File: src/rtl/sram_arb2_ctrl_if.sv
// rtl/sram_arb2_ctrl_if.sv - requester command/response and SRAM macro pin bundle for sram_arb2_ctrl
interface sram_arb2_ctrl_if #(
  parameter int DATA_WIDTH  = 32,
  parameter int ADDR_WIDTH  = 6,
  parameter int WMASK_WIDTH = 4
);
  logic                   a_valid;
  logic                   a_ready;
  logic                   a_we;
  logic [WMASK_WIDTH-1:0] a_wmask;
  logic [ADDR_WIDTH-1:0]  a_addr;
  logic [DATA_WIDTH-1:0]  a_din;
  logic                   a_rvalid;
  logic [DATA_WIDTH-1:0]  a_rdata;

  logic                   b_valid;
  logic                   b_ready;
  logic                   b_we;
  logic [WMASK_WIDTH-1:0] b_wmask;
  logic [ADDR_WIDTH-1:0]  b_addr;
  logic [DATA_WIDTH-1:0]  b_din;
  logic                   b_rvalid;
  logic [DATA_WIDTH-1:0]  b_rdata;

  logic                   sram_we;
  logic [WMASK_WIDTH-1:0] sram_wmask;
  logic [ADDR_WIDTH-1:0]  sram_addr;
  logic [DATA_WIDTH-1:0]  sram_din;
  logic [DATA_WIDTH-1:0]  sram_dout;

  modport slave (
    input  a_valid, a_we, a_wmask, a_addr, a_din,
    output a_ready, a_rvalid, a_rdata,
    input  b_valid, b_we, b_wmask, b_addr, b_din,
    output b_ready, b_rvalid, b_rdata,
    output sram_we, sram_wmask, sram_addr, sram_din,
    input  sram_dout
  );

  modport master (
    output a_valid, a_we, a_wmask, a_addr, a_din,
    input  a_ready, a_rvalid, a_rdata,
    output b_valid, b_we, b_wmask, b_addr, b_din,
    input  b_ready, b_rvalid, b_rdata,
    input  sram_we, sram_wmask, sram_addr, sram_din,
    output sram_dout
  );
endinterface

File: src/rtl/sram_arb2_ctrl.sv
// rtl/sram_arb2_ctrl.sv - two-requester round-robin arbiter/sequencer for one single-port SRAM macro
// Optional conflict counter ports enabled by SRAM_ARB_CONFLICT_CNT_EN.
module sram_arb2_ctrl #(
  parameter int DATA_WIDTH  = 32,
  parameter int ADDR_WIDTH  = 6,
  parameter int WMASK_WIDTH = 4
) (
  input  logic                   clk,
  input  logic                   rst_n,
`ifdef SRAM_ARB_CONFLICT_CNT_EN
  input  logic                   conflict_clr,
  output logic [15:0]            conflict_cnt,
`endif
  sram_arb2_ctrl_if.slave        bus
);

  typedef enum logic {PTR_A = 1'b0, PTR_B = 1'b1} ptr_e;

  ptr_e                   ptr_q, ptr_d;
  logic                   grant_a, grant_b;

  logic                   sram_we_q, sram_we_d;
  logic [WMASK_WIDTH-1:0] sram_wmask_q, sram_wmask_d;
  logic [ADDR_WIDTH-1:0]  sram_addr_q, sram_addr_d;
  logic [DATA_WIDTH-1:0]  sram_din_q, sram_din_d;

  logic                   rd1_vld_q, rd1_vld_d;
  logic                   rd1_own_q, rd1_own_d;
  logic                   rd2_vld_q;
  logic                   rd2_own_q;
  logic                   a_rvalid, b_rvalid;

  always_ff @(posedge clk or negedge rst_n) begin
    if (!rst_n) begin
      ptr_q <= PTR_A;
    end else begin
      ptr_q <= ptr_d;
    end
  end

  // Grants are gated by rst_n so ready reads low for the whole reset window.
  always_comb begin
    grant_a = 1'b0;
    grant_b = 1'b0;
    ptr_d   = ptr_q;
    if (rst_n) begin
      if (bus.a_valid && (!bus.b_valid || ptr_q == PTR_A)) begin
        grant_a = 1'b1;
      end else if (bus.b_valid) begin
        grant_b = 1'b1;
      end
    end
    if (grant_a) begin
      ptr_d = PTR_B;
    end else if (grant_b) begin
      ptr_d = PTR_A;
    end
  end

  // Idle cycles issue a harmless read of the last address; its result is never tagged.
  always_comb begin
    sram_we_d    = 1'b0;
    sram_wmask_d = '0;
    sram_addr_d  = sram_addr_q;
    sram_din_d   = sram_din_q;
    rd1_vld_d    = 1'b0;
    rd1_own_d    = grant_b;
    if (grant_a) begin
      sram_we_d    = bus.a_we;
      sram_wmask_d = bus.a_wmask;
      sram_addr_d  = bus.a_addr;
      sram_din_d   = bus.a_din;
      rd1_vld_d    = ~bus.a_we;
    end else if (grant_b) begin
      sram_we_d    = bus.b_we;
      sram_wmask_d = bus.b_wmask;
      sram_addr_d  = bus.b_addr;
      sram_din_d   = bus.b_din;
      rd1_vld_d    = ~bus.b_we;
    end
  end

  always_ff @(posedge clk or negedge rst_n) begin
    if (!rst_n) begin
      sram_we_q    <= 1'b0;
      sram_wmask_q <= '0;
      sram_addr_q  <= '0;
      sram_din_q   <= '0;
      rd1_vld_q    <= 1'b0;
      rd1_own_q    <= 1'b0;
      rd2_vld_q    <= 1'b0;
      rd2_own_q    <= 1'b0;
    end else begin
      sram_we_q    <= sram_we_d;
      sram_wmask_q <= sram_wmask_d;
      sram_addr_q  <= sram_addr_d;
      sram_din_q   <= sram_din_d;
      rd1_vld_q    <= rd1_vld_d;
      rd1_own_q    <= rd1_own_d;
      rd2_vld_q    <= rd1_vld_q;
      rd2_own_q    <= rd1_own_q;
    end
  end

  assign a_rvalid = rd2_vld_q & ~rd2_own_q;
  assign b_rvalid = rd2_vld_q &  rd2_own_q;

  assign bus.a_ready    = grant_a;
  assign bus.b_ready    = grant_b;
  assign bus.a_rvalid   = a_rvalid;
  assign bus.b_rvalid   = b_rvalid;
  // Macro dout is undefined on write cycles, so data is only passed while a response is due.
  assign bus.a_rdata    = a_rvalid ? bus.sram_dout : '0;
  assign bus.b_rdata    = b_rvalid ? bus.sram_dout : '0;
  assign bus.sram_we    = sram_we_q;
  assign bus.sram_wmask = sram_wmask_q;
  assign bus.sram_addr  = sram_addr_q;
  assign bus.sram_din   = sram_din_q;

`ifdef SRAM_ARB_CONFLICT_CNT_EN
  logic [15:0] conflict_cnt_q, conflict_cnt_d;

  always_comb begin
    conflict_cnt_d = conflict_cnt_q;
    if (conflict_clr) begin
      conflict_cnt_d = '0;
    end else if (bus.a_valid && bus.b_valid && conflict_cnt_q != 16'hFFFF) begin
      conflict_cnt_d = conflict_cnt_q + 16'd1;
    end
  end

  always_ff @(posedge clk or negedge rst_n) begin
    if (!rst_n) begin
      conflict_cnt_q <= '0;
    end else begin
      conflict_cnt_q <= conflict_cnt_d;
    end
  end

  assign conflict_cnt = conflict_cnt_q;
`endif

endmodule
File: src/flat_wrapper.sv
// flat-port wrapper written by rule: the top's interface ports become plain ports
module sram_arb2_ctrl_flat 
#(
  parameter int DATA_WIDTH  = 32,
  parameter int ADDR_WIDTH  = 6,
  parameter int WMASK_WIDTH = 4
)
  (clk, rst_n, bus_a_valid, bus_a_we, bus_a_wmask, bus_a_addr, bus_a_din, bus_a_ready, bus_a_rvalid, bus_a_rdata, bus_b_valid, bus_b_we, bus_b_wmask, bus_b_addr, bus_b_din, bus_b_ready, bus_b_rvalid, bus_b_rdata, bus_sram_we, bus_sram_wmask, bus_sram_addr, bus_sram_din, bus_sram_dout);
  sram_arb2_ctrl_if #(.DATA_WIDTH(DATA_WIDTH), .ADDR_WIDTH(ADDR_WIDTH), .WMASK_WIDTH(WMASK_WIDTH)) bus_i ();
  input  logic clk;
  input  logic rst_n;
  input wire logic [$bits(bus_i.a_valid)-1:0] bus_a_valid;
  input wire logic [$bits(bus_i.a_we)-1:0] bus_a_we;
  input wire logic [$bits(bus_i.a_wmask)-1:0] bus_a_wmask;
  input wire logic [$bits(bus_i.a_addr)-1:0] bus_a_addr;
  input wire logic [$bits(bus_i.a_din)-1:0] bus_a_din;
  output wire logic [$bits(bus_i.a_ready)-1:0] bus_a_ready;
  output wire logic [$bits(bus_i.a_rvalid)-1:0] bus_a_rvalid;
  output wire logic [$bits(bus_i.a_rdata)-1:0] bus_a_rdata;
  input wire logic [$bits(bus_i.b_valid)-1:0] bus_b_valid;
  input wire logic [$bits(bus_i.b_we)-1:0] bus_b_we;
  input wire logic [$bits(bus_i.b_wmask)-1:0] bus_b_wmask;
  input wire logic [$bits(bus_i.b_addr)-1:0] bus_b_addr;
  input wire logic [$bits(bus_i.b_din)-1:0] bus_b_din;
  output wire logic [$bits(bus_i.b_ready)-1:0] bus_b_ready;
  output wire logic [$bits(bus_i.b_rvalid)-1:0] bus_b_rvalid;
  output wire logic [$bits(bus_i.b_rdata)-1:0] bus_b_rdata;
  output wire logic [$bits(bus_i.sram_we)-1:0] bus_sram_we;
  output wire logic [$bits(bus_i.sram_wmask)-1:0] bus_sram_wmask;
  output wire logic [$bits(bus_i.sram_addr)-1:0] bus_sram_addr;
  output wire logic [$bits(bus_i.sram_din)-1:0] bus_sram_din;
  input wire logic [$bits(bus_i.sram_dout)-1:0] bus_sram_dout;
  assign bus_i.a_valid = bus_a_valid;
  assign bus_i.a_we = bus_a_we;
  assign bus_i.a_wmask = bus_a_wmask;
  assign bus_i.a_addr = bus_a_addr;
  assign bus_i.a_din = bus_a_din;
  assign bus_a_ready = bus_i.a_ready;
  assign bus_a_rvalid = bus_i.a_rvalid;
  assign bus_a_rdata = bus_i.a_rdata;
  assign bus_i.b_valid = bus_b_valid;
  assign bus_i.b_we = bus_b_we;
  assign bus_i.b_wmask = bus_b_wmask;
  assign bus_i.b_addr = bus_b_addr;
  assign bus_i.b_din = bus_b_din;
  assign bus_b_ready = bus_i.b_ready;
  assign bus_b_rvalid = bus_i.b_rvalid;
  assign bus_b_rdata = bus_i.b_rdata;
  assign bus_sram_we = bus_i.sram_we;
  assign bus_sram_wmask = bus_i.sram_wmask;
  assign bus_sram_addr = bus_i.sram_addr;
  assign bus_sram_din = bus_i.sram_din;
  assign bus_i.sram_dout = bus_sram_dout;
  sram_arb2_ctrl #(.DATA_WIDTH(DATA_WIDTH), .ADDR_WIDTH(ADDR_WIDTH), .WMASK_WIDTH(WMASK_WIDTH)) u_core (.clk(clk), .rst_n(rst_n), .bus(bus_i));
endmodule
File: config.mk
export PLATFORM = sky130hd
export DESIGN_NAME = sram_arb2_ctrl_flat
export DESIGN_NICKNAME = d
export VERILOG_FILES = /design/src/rtl/sram_arb2_ctrl_if.sv /design/src/rtl/sram_arb2_ctrl.sv /design/src/flat_wrapper.sv
export SDC_FILE = /design/constraint.sdc
export NUM_CORES = 1
export LEC_CHECK = 0
export CAP_MARGIN = 25
export CORE_UTILIZATION = 28
export DETAILED_ROUTE_END_ITERATION = 7
export GPL_TIMING_DRIVEN = 0
export HOLD_SLACK_MARGIN = 0.15
export PLACE_DENSITY = 0.66
export SLEW_MARGIN = 0
export SYNTH_ARGS = -nofsm -noshare
export SYNTH_HDL_FRONTEND = slang
export SYNTH_SLANG_ARGS = --single-unit
File: constraint.sdc
create_clock -name clk -period 3.6 [get_ports clk]
set_input_delay 0.72 -clock clk [delete_from_list [all_inputs] [get_ports clk]]
set_output_delay 0.72 -clock clk [all_outputs]
set_load 0.05 [all_outputs]
==> summary.md <==
| Metric | Value |
|---|---|
| Final ANT Viol Nets | `0` |
| Routability cong. | `0.754` |
| Core Footprint | `10300 µm²` |
| Leak | `2.60 nW` |
| Crit. End Element | `output port` |
| Drt pass-1 iters | `4` |
| Vias in the first global route | `2729` |
| # setup viols final | `0` |
| Crit-path max cell delay | `600 ps` |
| Number of synthesized register bits | `48` |
| Worst-case clock buffer depth | `2` |
| Most frequent cells after synthesis | `mux2_4 (76), dfrtp_1 (48), and2_1 (33), and3_1 (32), clkbuf_1 (8)` |
| Vias | `2606` |
| CTS tree | `done` |
| IO Port Bufs | `232` |
| Top FF cell, synth | `dfrtp_1` |
| Slowest cell on the critical path | `dlygate4sd2_1` |
| Fmax | `298 MHz` |
| Critical-path cell list | `buf_2, buf_12, nand2_2, buf_6, a21oi_2, dlygate4sd2_1` |
| Total power after layout | `2.05 mW` |
| Area grow syn2layout | `87.4%` |
| Seq/Total Area, Yosys | `0.406` |
| Worst Hold Launch | `u_core.rd1_own_q` |
| Synth top area share | `0.406` |
| Post-route clock period utilization | `0.933` |
| Initial Util | `0.288` |
| Top-count cell post-synth | `mux2_4` |
| Clk Latency, worst-skew pair | `290 ps` |
| Vias per Instance | `4.36` |
| Pins Over Slew Limit | `0` |
| Clock buffer count from CTS | `5` |
| Main area contributors after synthesis | `dfrtp_1 (41%), mux2_4 (39%), and2_1 (7.0%)` |
| Post-DP HPWL | `7390 µm` |
| Avg Cell Area, Syn | `13.3 µm²` |
| Grt total ovfl | `0` |
| Critical path data required time | `2880 ps` |
| Async SR Flop Fraction | `1.00` |
| Post-layout min period | `3360 ps` |
| Global-route wire length before repair | `14600 µm` |
| I/O pin count | `233` |
| EDFF count, synth | `0` |
| Status | `completed` |
| Fill count | `935` |
| Postcts setup bufs | `0` |
| Clk sink count | `48` |
| Slew @ Worst Pin | `552 ps` |
| Buf/Inv on CP | `4` |
| Share of layout cells above drive strength 1 | `0.206` |
| Die height | `105 µm` |
| Crit Path Category | `in2out` |
| Overall global routing resource usage | `0.167` |
| Die X | `105 µm` |
| Crit path max fanout | `32` |
| WL/cell | `15.3 µm` |
| Antenna cells | `0` |
| R2r setup slk | `2220 ps` |
| Row Count | `37` |
| Slew headroom | `0.631` |
| Library cells used by synthesis | `16` |
| # nets final | `584` |
| Cells after Synth | `222` |
| Fin. Hold Viols | `0` |
| Cts hold-fix bufs | `0` |
| Hold Path Sink | `u_core.rd2_own_q` |
| Hold Path Class | `reg2reg` |
| Clk slew on worst S/H paths | `80 ps` |
| Die area | `11000 µm²` |
| Yosys Warn Count | `0` |
| Worst R2R Start | `u_core.ptr_q` |
| Post-Route Skew | `5.47 ps` |
| VDD IR-drop max | `0.237 mV` |
| H-tree depth | `2` |
| Hold Crit Depth | `0` |
| WP data arrival | `2640 ps` |
| Startpoint types | `primary input` |
| Synth area leader | `dfrtp_1` |
| Drt drc | `0` |
| 1st-iter DRT viols | `101` |
| Largest net degree at the start of global routing | `33` |
| Initial antenna violation count | `0` |
| RSZ-0062 raised after global routing | `false` |
| Reg2reg path depth | `4` |
| Max Cap Viol | `0` |
| FF-to-FF End | `u_core.bus.sram_addr[5]` |
| Cell Area, Synth | `2960 µm²` |
| Mapped Nets | `344` |
| Layout Utilization | `0.540` |
| CTS root buf | `clkbuf_8` |
| Kind of cell adding the most delay to the critical path | `buffers and inverters` |
| Drt total wl | `9160 µm` |
| Power Dens Cells | `370 nW/µm²` |
worst max-delay path by stage:
stage	end	from	depth (start not counted)	slack, ps
floorplan	bus_b_ready	bus_b_valid	3	1340
global placement	bus_a_ready	rst_n	4	-2030
detailed placement	bus_b_ready	rst_n	6	-150
CTS	bus_a_ready	rst_n	5	40
global route	bus_b_ready	rst_n	6	40
finish	bus_b_ready	rst_n	6	240
layer usage:
metal | vias to the layer above | share of wire | track usage
met5 | - | 0 | 0
met4 | 0 | 0.021 | 0.0503
met3 | 15 | 0.075 | 0.0443
met2 | 139 | 0.52 | 0.302
met1 | 1198 | 0.39 | 0.191
li1 | 1254 | - | -
where the power goes:
part           leakage [nW]  total [mW]  switching (mW)  internal, mW
logic                  1.99        1.07           0.555         0.519
registers             0.574       0.675          0.0502         0.624
clock network        0.0410       0.303           0.171         0.132
total                  2.60        2.05           0.775          1.28
timing repair:
action | 4_1_cts | 5_1_grt
resized for setup | 1 | 1
pin swaps | 0 | 0
setup endpoints to repair | 1 | 1
worst register-to-register path: cells and delay by family (launching register included):
| family | cells | cell delay, ps |
|---|---|---|
| muxes | 1 | 320 |
| and+or+nand+nor | 2 | 270 |
| DFF | 1 | 400 |
| buffers and inverters | 1 | 280 |
final cells by class:
cell class	instances	area (µm²)	area share
repair buffers	233	2340	0.422
multi-input cells	154	1640	0.295
flip-flops and latches	48	1200	0.217
well taps	136	170	0.0307
plain buffers	17	110	0.0199
clock buffers	6	72.6	0.0131
inverters	3	11.3	0.00203
clock inverters	1	5.00	0.000902
layout by cell type (no fill, tap or decap):
cell               n
a21oi_2            1
a22o_1             5
and2_1            33
and3_1            32
buf_12             1
buf_2              2
buf_4              4
buf_6              4
clkbuf_1           9
clkbuf_8           5
clkdlybuf4s50_1  229
clkinv_2           1
dfrtp_1           48
dlygate4sd2_1      1
dlymetal6s2s_1     1
inv_1              3
mux2_4            76
nand2_1            3
nand2_2            1
nand3_1            1
nor2b_1            1
o2bb2ai_1          1
state kept, by name, summed over array words and instances, names as in the netlist:
| name | cells |
|---|---|
| u_core.bus.sram_din | 32 |
| u_core.bus.sram_addr | 6 |
| u_core.bus.sram_wmask | 4 |
| u_core.bus.sram_we | 1 |
| u_core.ptr_q | 1 |
| u_core.rd1_own_q | 1 |
| u_core.rd1_vld_q | 1 |
| u_core.rd2_own_q | 1 |
| u_core.rd2_vld_q | 1 |
through the flow:
stage | instances | cell area, µm² | TNS (ps) | hold WS (ps) | worst slack (ps)
final | 598 | 5550 | 0 | 356 | 241
after global routing | 598 | 5550 | 0 | 374 | 41.1
after CTS | 598 | 5540 | 0 | 358 | 42.3
after detailed placement | 591 | 5470 | -150 | 339 | -150
after global placement | 590 | 5450 | -42240 | 331 | -2030
after floorplan | 222 | 2960 | 0 | 331 | 1340
logic make-up after synthesis:
kind of cell / share of synthesized area
multiplexers: 0.385
AND/OR/NAND/NOR: 0.147
flip-flops: 0.406
buffers and inverters: 0.0410
AO/OA/AOI/OAI: 0.0207
(Power assumes the default switching activity.)
